### src/rtl/parallel_neuron.sv
// rtl/parallel_neuron.sv - LANES-wide signed fixed-point neuron with loadable weights and activation
// One input vector at a time: IDLE accepts, MAC folds LANES products per cycle, ACTIVATE saturates.
module parallel_neuron #(
  parameter int DATA_WIDTH = 16,
  parameter int FRAC_BITS  = 8,
  parameter int NUM_INPUTS = 16,
  parameter int LANES      = 4,
  parameter int ACTIVATION = 0
) (
  input  logic                          clock,
  input  logic                          reset,
  input  logic                          input_valid,
  output logic                          input_ready,
  input  logic signed [DATA_WIDTH-1:0]  inputs [NUM_INPUTS],
  input  logic                          weight_write,
  input  logic [$clog2(NUM_INPUTS)-1:0] weight_addr,
  input  logic                          bias_write,
  input  logic signed [DATA_WIDTH-1:0]  weight_data,
  output logic signed [DATA_WIDTH-1:0]  out,
  output logic                          output_valid,
  input  logic                          output_ready
);

  localparam int CHUNKS = NUM_INPUTS / LANES;
  localparam int CW     = (CHUNKS > 1) ? $clog2(CHUNKS) : 1;
  localparam int IW     = $clog2(NUM_INPUTS);
  localparam int PW     = 2 * DATA_WIDTH;
  localparam int ACC_W  = 2 * DATA_WIDTH + $clog2(NUM_INPUTS) + 1;
  localparam logic [CW-1:0] LAST_CHUNK = CW'(CHUNKS - 1);
  localparam logic signed [ACC_W-1:0] SAT_MAX =
    {{(ACC_W - DATA_WIDTH + 1){1'b0}}, {(DATA_WIDTH - 1){1'b1}}};
  localparam logic signed [ACC_W-1:0] SAT_MIN =
    {{(ACC_W - DATA_WIDTH + 1){1'b1}}, {(DATA_WIDTH - 1){1'b0}}};

  if (NUM_INPUTS % LANES != 0) begin : g_lanes_check
    $error("parallel_neuron: NUM_INPUTS must be a multiple of LANES");
  end

  typedef enum logic [1:0] {IDLE, MAC, ACTIVATE, DONE} state_t;

  state_t                       state;
  state_t                       state_next;
  logic signed [DATA_WIDTH-1:0] weights [NUM_INPUTS];
  logic signed [DATA_WIDTH-1:0] bias;
  logic signed [DATA_WIDTH-1:0] in_vec  [NUM_INPUTS];
  logic signed [ACC_W-1:0]      acc;
  logic [CW-1:0]                chunk;

  logic signed [ACC_W-1:0]      lane_sum;
  logic signed [PW-1:0]         prod;
  logic [IW-1:0]                idx;
  logic signed [DATA_WIDTH-1:0] bias_src;
  logic signed [ACC_W-1:0]      bias_acc;
  logic signed [ACC_W-1:0]      shifted;
  logic signed [ACC_W-1:0]      activated;
  logic signed [DATA_WIDTH-1:0] saturated;

  always_ff @(posedge clock or posedge reset) begin
    if (reset) begin
      state <= IDLE;
    end else begin
      state <= state_next;
    end
  end

  always_comb begin
    state_next   = state;
    input_ready  = 1'b0;
    output_valid = 1'b0;
    case (state)
      IDLE: begin
        input_ready = 1'b1;
        if (input_valid) state_next = MAC;
      end
      MAC: begin
        if (chunk == LAST_CHUNK) state_next = ACTIVATE;
      end
      ACTIVATE: begin
        state_next = DONE;
      end
      DONE: begin
        output_valid = 1'b1;
        if (output_ready) state_next = IDLE;
      end
      default: state_next = IDLE;
    endcase
  end

  // Full-precision products for the current chunk, sign-extended into the accumulator width.
  always_comb begin
    lane_sum = '0;
    prod     = '0;
    idx      = '0;
    for (int k = 0; k < LANES; k++) begin
      idx      = IW'(int'(chunk) * LANES + k);
      prod     = weights[idx] * in_vec[idx];
      lane_sum = lane_sum + {{(ACC_W - PW){prod[PW-1]}}, prod};
    end
  end

  // A bias written in the accepting cycle must seed this computation, so bypass the register.
  always_comb begin
    bias_src = bias_write ? weight_data : bias;
    bias_acc = {{(ACC_W - DATA_WIDTH - FRAC_BITS){bias_src[DATA_WIDTH-1]}},
                bias_src, {FRAC_BITS{1'b0}}};
  end

  always_comb begin
    shifted   = acc >>> FRAC_BITS;
    activated = shifted;
    if (shifted[ACC_W-1]) begin
      if (ACTIVATION == 0) begin
        activated = '0;
      end else if (ACTIVATION == 1) begin
        activated = shifted >>> 3;
      end
    end
    if (activated > SAT_MAX) begin
      saturated = SAT_MAX[DATA_WIDTH-1:0];
    end else if (activated < SAT_MIN) begin
      saturated = SAT_MIN[DATA_WIDTH-1:0];
    end else begin
      saturated = activated[DATA_WIDTH-1:0];
    end
  end

  always_ff @(posedge clock or posedge reset) begin
    if (reset) begin
      acc   <= '0;
      chunk <= '0;
      out   <= '0;
      bias  <= '0;
      for (int i = 0; i < NUM_INPUTS; i++) begin
        weights[i] <= '0;
        in_vec[i]  <= '0;
      end
    end else begin
      case (state)
        IDLE: begin
          if (weight_write && (int'(weight_addr) < NUM_INPUTS)) begin
            weights[weight_addr] <= weight_data;
          end
          if (bias_write) begin
            bias <= weight_data;
          end
          if (input_valid) begin
            in_vec <= inputs;
            acc    <= bias_acc;
            chunk  <= '0;
          end
        end
        MAC: begin
          acc   <= acc + lane_sum;
          chunk <= chunk + 1'b1;
        end
        ACTIVATE: begin
          out <= saturated;
        end
        default: begin
        end
      endcase
    end
  end

endmodule

### config.mk
export PLATFORM = sky130hd
export DESIGN_NAME = parallel_neuron
export DESIGN_NICKNAME = d
export VERILOG_FILES = /design/src/rtl/parallel_neuron.sv
export SDC_FILE = /design/constraint.sdc
export NUM_CORES = 2
export LEC_CHECK = 0
export CAP_MARGIN = 20
export CORE_MARGIN = 1
export CORE_UTILIZATION = 25
export DETAILED_ROUTE_END_ITERATION = 8
export GPL_TIMING_DRIVEN = 0
export MAX_ROUTING_LAYER = met4
export PLACE_DENSITY = 0.43
export SETUP_SLACK_MARGIN = 0.2
export SLEW_MARGIN = 30
export SYNTH_ARGS = -nofsm -noshare
export SYNTH_HDL_FRONTEND = slang
export SYNTH_SLANG_ARGS = --single-unit
### constraint.sdc
create_clock -name clock -period 29.1 [get_ports clock]
set_input_delay 4.365 -clock clock [delete_from_list [all_inputs] [get_ports clock]]
set_output_delay 4.365 -clock clock [all_outputs]
set_load 0.01 [all_outputs]
* After elaboration in Yosys (flattened, before gate mapping)
Cells that the tools add are included.
Word-level totals: register bits after elaboration 585, output and inout port bits 18, input bits 282
Cells by class: add/subtract/negate cells 8, eq/ne operators 7, multiplexer cells 41, $lt $le $gt $ge 8, $mul 4, bitwise operators 5, reductions and logical operators 7
Operators with widths (number):
- 16-bit binary-select mux with 4-bit select | 8
- 16-bit two-way mux | 20
- 256-bit bitwise mux | 1
- 16-bit by 16-bit multiplier with 32-bit output | 4
- 37-bit case mux with 2 select lines | 1
- 16-bit demux with 4-bit select | 1
- 37-bit by 35-bit adder with 37-bit output | 1
- 37-bit by 16-bit > comparator with 1-bit output, second input constant | 1
- 37-bit by 16-bit less-than comparator with 1-bit output, second input constant | 1
- 37-bit two-way mux | 1
- 34-bit by 32-bit adder with 35-bit output | 1
- 33-bit by 32-bit adder with 34-bit output | 1
- 32-bit by 32-bit adder with 33-bit output | 1
- 28-bit two-way mux | 1
- 5-bit >= comparator, second input constant | 5
- 4-bit NOT with 5-bit output | 5
- 4-bit by 2-bit adder with 4-bit output, second input constant | 2
- 2-bit two-way mux | 4
- 2-bit case mux with 4 select lines | 1
- 2-bit == test, second input constant | 3
- 2-bit != test, second input constant | 3
- 2-bit AND reduction | 3
- 5-bit by 1-bit less-than comparator with 1-bit output, second input constant | 1
- 4-bit by 1-bit adder with 4-bit output, second input constant | 1
- other kinds (8) | 9

* Longest topological paths before layout
word-level depth 11, gate-level depth with buffers 36, mapped depth without buffers 33

* Worst setup path before layout
Ideal clock, no wire load.
kind flip-flop to flip-flop, start point reg chunk[0], end point reg acc[36], clock period less this slack 9.631 ns, path buffers 4, setup time 0.124 ns, stages on the path, launching flop included 32, data required time 28.976 ns, arrival 9.507 ns, slack 19.469 ns, path through dfrtp_1 > buf_6 > clkbuf_1 > buf_2 > mux4_2 > and2_1 > fa_1 > inv_1 > fa_1 > inv_1 > fa_1 > fa_1 > inv_1 > fa_1 > fa_1 > inv_1 > fa_1 > fa_1 > fa_1 > inv_1 > fa_1 > inv_1 > ha_1 > clkbuf_1 > and2_1 > o31a_1 > nor2_1 > o2111ai_1 > nand2_1 > a21oi_1 > o211a_1 > a211o_1
On the way: word-level cells in the longest chain between the ends 11, elaborated cells on any way between the ends 40
Ends and longest elaborated chain:
- start, declared | line 47 | logic [CW-1:0] chunk;
- start signal, assigned | line 154 | chunk <= chunk + 1'b1;
- 4-bit by 1-bit adder with 4-bit output | line 95 | idx = IW'(int'(chunk) * LANES + k);
- 4-bit NOT with 5-bit output (implied by the code) | line 96 | prod = weights[idx] * in_vec[idx];
- 16-bit binary-select mux with 4-bit select | line 96
- 16-bit two-way mux (implied by the code) (2 in series) | line 96
- 16-bit by 16-bit multiplier with 32-bit output | line 96
- 32-bit by 32-bit adder with 33-bit output | line 97 | lane_sum = lane_sum + {{(ACC_W - PW){prod[PW-1]}}, prod};
- 33-bit by 32-bit adder with 34-bit output | line 97
- 34-bit by 32-bit adder with 35-bit output * | line 97
- 37-bit by 35-bit adder with 37-bit output * | line 153 | acc <= acc + lane_sum;
- 37-bit case mux with 2 select lines * | line 138 | case (state)
- end signal, assigned | line 148 | acc <= bias_acc;
- end signal, assigned | line 153
- end, declared | line 46 | logic signed [ACC_W-1:0] acc;
Mark *: on every way between the ends. The rest lies on a longest branch, timed or not. The select of a mux whose other input is x is not followed. A chain may end at the register's enable or synchronous reset.

* Final worst setup path
start point reg chunk[1], end point reg acc[33]
The elaborated chain is that of the path after synthesis.

==> results.py <==
metrics = {
    "status": {
        "run_status": "complete, no violations",
    },
    "place": {
        "dp_cells": 9919,
        "place_hpwl_microns": 208900,
        "finalWeightedCongestion": 0.9013,
        "io_buf_count": 296,
    },
    "logic_synthesis": {
        "syn_area_per_cell_sq_um": 11.34,
        "synth_area_leader_cell": "sky130_fd_sc_hd__fa_1",
        "synth.most_common_cell": "sky130_fd_sc_hd__inv_1",
        "ys_async_sr_fraction_pct": 100.0,
        "synth-seq-area-share_pct": 21.40,
        "synth_fp_nets": 7966,
        "synth.yosys.warnings": 0,
        "synth-edff-count": 0,
        "synth.ff_latch_count": 585,
        "synth-main-ff-cell": "sky130_fd_sc_hd__dfrtp_1",
        "synth_top_area_share_pct": 39.18,
        "yosys-top-cells-area": "sky130_fd_sc_hd__fa_1 (39%), sky130_fd_sc_hd__dfrtp_1 (21%), sky130_fd_sc_hd__mux2_2 (9.1%)",
        "post_synth_instance_area_sq_um": 68410,
        "count_of_different_cell_masters_after_synthesis": 62,
        "postSynthCellCount": 6032,
        "synth.top_cells.by_count": "sky130_fd_sc_hd__inv_1 (1,434), sky130_fd_sc_hd__fa_1 (1,339), sky130_fd_sc_hd__dfrtp_1 (585), sky130_fd_sc_hd__mux2_2 (550), sky130_fd_sc_hd__nand2_1 (509)",
    },
    "global_routing": {
        "antenna_violations_before_repair": 73,
        "pin_count_of_the_biggest_net_entering_global_routing": 90,
        "gr-usage-all-layers_pct": 18.30,
        "first_global_vias": 50031,
        "grt_pass1_wl_microns": 355400,
        "total_grt_overflow": 0,
    },
    "sta": {
        "setup_viol": 0,
        "post-route-min-period_ps": 12460,
        "slew_violations": 0,
        "tightestPinTransition_ps": 1103,
        "clock_skew_ps": 38.49,
        "tightest_slew_margin_relative_to_the_limit_pct": 26.45,
        "grt_setup_unrepaired": "no",
        "final_hold_viol_count": 0,
        "layout_worst_path_cycle_share_pct": 42.83,
        "achievable-frequency_mhz": 80.23,
        "setup-tns-final_ps": 0,
    },
    "floorplanning": {
        "num_io_pins": 300,
        "horizontal_die_dimension_microns": 525.1,
        "die_area_sq_um": 275700,
        "initial_core_util_pct": 25.20,
        "die_height_microns": 525.1,
        "num_rows": 191,
        "placeable_area_sq_um": 271500,
    },
    "worst_setup_path": {
        "crit_type": "flop to flop",
        "path_common_cell": "sky130_fd_sc_hd__fa_1",
        "endpoint": "acc[33]",
        "critical_path.reg2reg.startpoint": "chunk[1]",
        "cp_data_arrival_time_ps": 13030,
        "timing.critical_path.to_type": "flop",
        "critical_path.reg2reg.endpoint": "acc[33]",
        "worst_path_largest_cell_delay_ps": 680,
        "critPathMaxFanout": 12,
        "worstSetupStartpointType": "flop",
        "critical_path_required_ps": 29670,
        "worst_path_max_delay_cell": "sky130_fd_sc_hd__fa_1",
        "reg2reg_setup_slack_ps": 16640,
        "setup.worst_path.start": "chunk[1]",
        "worst_r2r_path_depth": 30,
    },
    "clock_network": {
        "clock_tree.htree_level_count": 3,
        "cts.sink_count": 585,
        "postCtsSetupBuffers": 0,
        "cts.reportedPaths.clkPinSlew_ps": 70,
        "cts-buffers-inserted": 69,
        "cts_hold_buffers": 0,
        "clk-insertion-delay-late_ps": 680,
        "cts.path.max_buffers": 3,
        "post_cts_resized": 0,
        "clock-root-buffer": "sky130_fd_sc_hd__clkbuf_16",
        "cts_tree": "built",
    },
    "routing": {
        "drtAntennaViolNets": 0,
        "drt-total-wl_microns": 241200,
        "post_drt_wl_per_cell_microns": 23.92,
        "dr.pass1.iters": 5,
        "topRoutingLayerUsed": "met4",
        "via_count_normalized_by_instance_count": 4.414,
        "num_vias": 44515,
        "routed-wl-met2_microns": 115500,
        "met3_length_microns": 14840,
        "wirelength_met1_microns": 107900,
        "detailedRoute.firstIterationViolations": 2795,
        "drc": 0,
    },
    "finish": {
        "share_of_post_route_cells_with_drive_strength_above_1_pct": 13.21,
        "finalNetCount": 8354,
        "syn_to_final_growth_pct": 15.10,
        "layout.cells.non_filler": 10084,
    },
    "min_path": {
        "worstHoldPathType": "flop to flop",
        "min_delay_path_depth": 1,
    },
    "job": {
        "drv_cap": 0,
    },
}
[metal layers]
| metal | global-route usage [%] | vias up |
|---|---|---|
| met2 | 29.58 | 1209 |
| met5 | - | - |
| met4 | 2.525 | 0 |
| met1 | 24.59 | 24089 |
| li1 | - | 19069 |
| met3 | 2.988 | 148 |
[cells by family after synthesis]
| kind of cell | share of synthesized area [%] |
|---|---|
| adders and majority gates | 44.91 |
| and+or+nand+nor | 8.676 |
| buffers and inverters | 9.262 |
| xor gates and xnor gates | 0.4792 |
| DFF | 21.40 |
| AOI/OAI and AO/OA | 1.802 |
| muxes | 13.48 |
[critical path: cells and delay by family, from the launching register on]
| family | cells | cell delay (ps) |
|---|---|---|
| adder cells (fa/ha/maj) | 11 | 5780 |
| AND/OR/NAND/NOR | 3 | 1180 |
| AO/OA/AOI/OAI | 5 | 1750 |
| flip-flops | 1 | 350 |
| buffers and inverters | 9 | 2450 |
| multiplexers | 2 | 780 |
[cells in the final DEF, fill, tap and decap left out, types with 7 or more instances in the layout]
master,synthesis,final
sky130_fd_sc_hd__xor2_1,10,10
sky130_fd_sc_hd__buf_16,0,12
sky130_fd_sc_hd__nand3_1,9,9
sky130_fd_sc_hd__clkdlybuf4s50_1,0,296
sky130_fd_sc_hd__dfrtp_1,585,585
sky130_fd_sc_hd__buf_2,12,16
sky130_fd_sc_hd__mux2_2,550,550
sky130_fd_sc_hd__diode_2,0,48
sky130_fd_sc_hd__mux4_2,125,125
sky130_fd_sc_hd__a21oi_1,51,50
sky130_fd_sc_hd__clkbuf_1,226,219
sky130_fd_sc_hd__o21ai_0,40,40
sky130_fd_sc_hd__o21a_1,10,10
sky130_fd_sc_hd__fa_1,1339,1339
sky130_fd_sc_hd__clkbuf_2,0,21
sky130_fd_sc_hd__mux2i_1,21,21
sky130_fd_sc_hd__clkbuf_16,0,70
sky130_fd_sc_hd__nand2_1,509,509
sky130_fd_sc_hd__a21o_1,18,18
sky130_fd_sc_hd__inv_1,1434,1433
sky130_fd_sc_hd__nor3_1,8,7
sky130_fd_sc_hd__nand2b_1,38,38
sky130_fd_sc_hd__nor2_1,106,106
sky130_fd_sc_hd__xnor2_1,23,23
sky130_fd_sc_hd__and2_1,487,486
sky130_fd_sc_hd__clkbuf_8,0,13
sky130_fd_sc_hd__a22oi_1,8,8
sky130_fd_sc_hd__ha_1,313,313
[stage by stage]
step	cell area (sq um)	util (%)	hold WS [ps]	worst slack [ps]
CTS	78620	28.96	501.7	16520
detailed placement	76360	28.13	488.1	16560
finish	78740	29.00	497.9	16640
global placement	75840	27.94	481.1	442.0
floorplan	68410	-	456.3	8365
global route	78700	28.99	506.0	16040
[final cells by class]
| cell class | count | area, sq um |
|---|---|---|
| diodes | 48 | 120.1 |
| clock buffers | 97 | 1983 |
| clock inverters | 20 | 272.8 |
| multi-input cells | 3765 | 47460 |
| flip-flops and latches | 585 | 14640 |
| repair buffers | 317 | 3423 |
| plain buffers | 248 | 983.4 |
| inverters | 1434 | 5390 |
| well taps | 3570 | 4467 |
| fillers | 28271 | 192700 |
[worst min path at each step]
stage / endpoint / slack [ps] / startpoint
detailed placement: in_vec[232] / 490 / in_vec[232]
global route: weights[120] / 510 / weights[120]
floorplan: acc[4] / 460 / acc[4]
finish: weights[116] / 500 / weights[116]
global placement: weights[127] / 480 / weights[127]
CTS: weights[120] / 500 / weights[120]
[registers in the layout, summed over array words and instances (netlist names)]
| signal | cells |
|---|---|
| bias | 16 |
| weights | 256 |
| out | 16 |
| state | 2 |
| chunk | 2 |
| in_vec | 256 |
| acc | 37 |
Power is left out: the tool's default activity adds up to more than one toggle a clock period on the data nets, which glitch-free logic cannot reach.
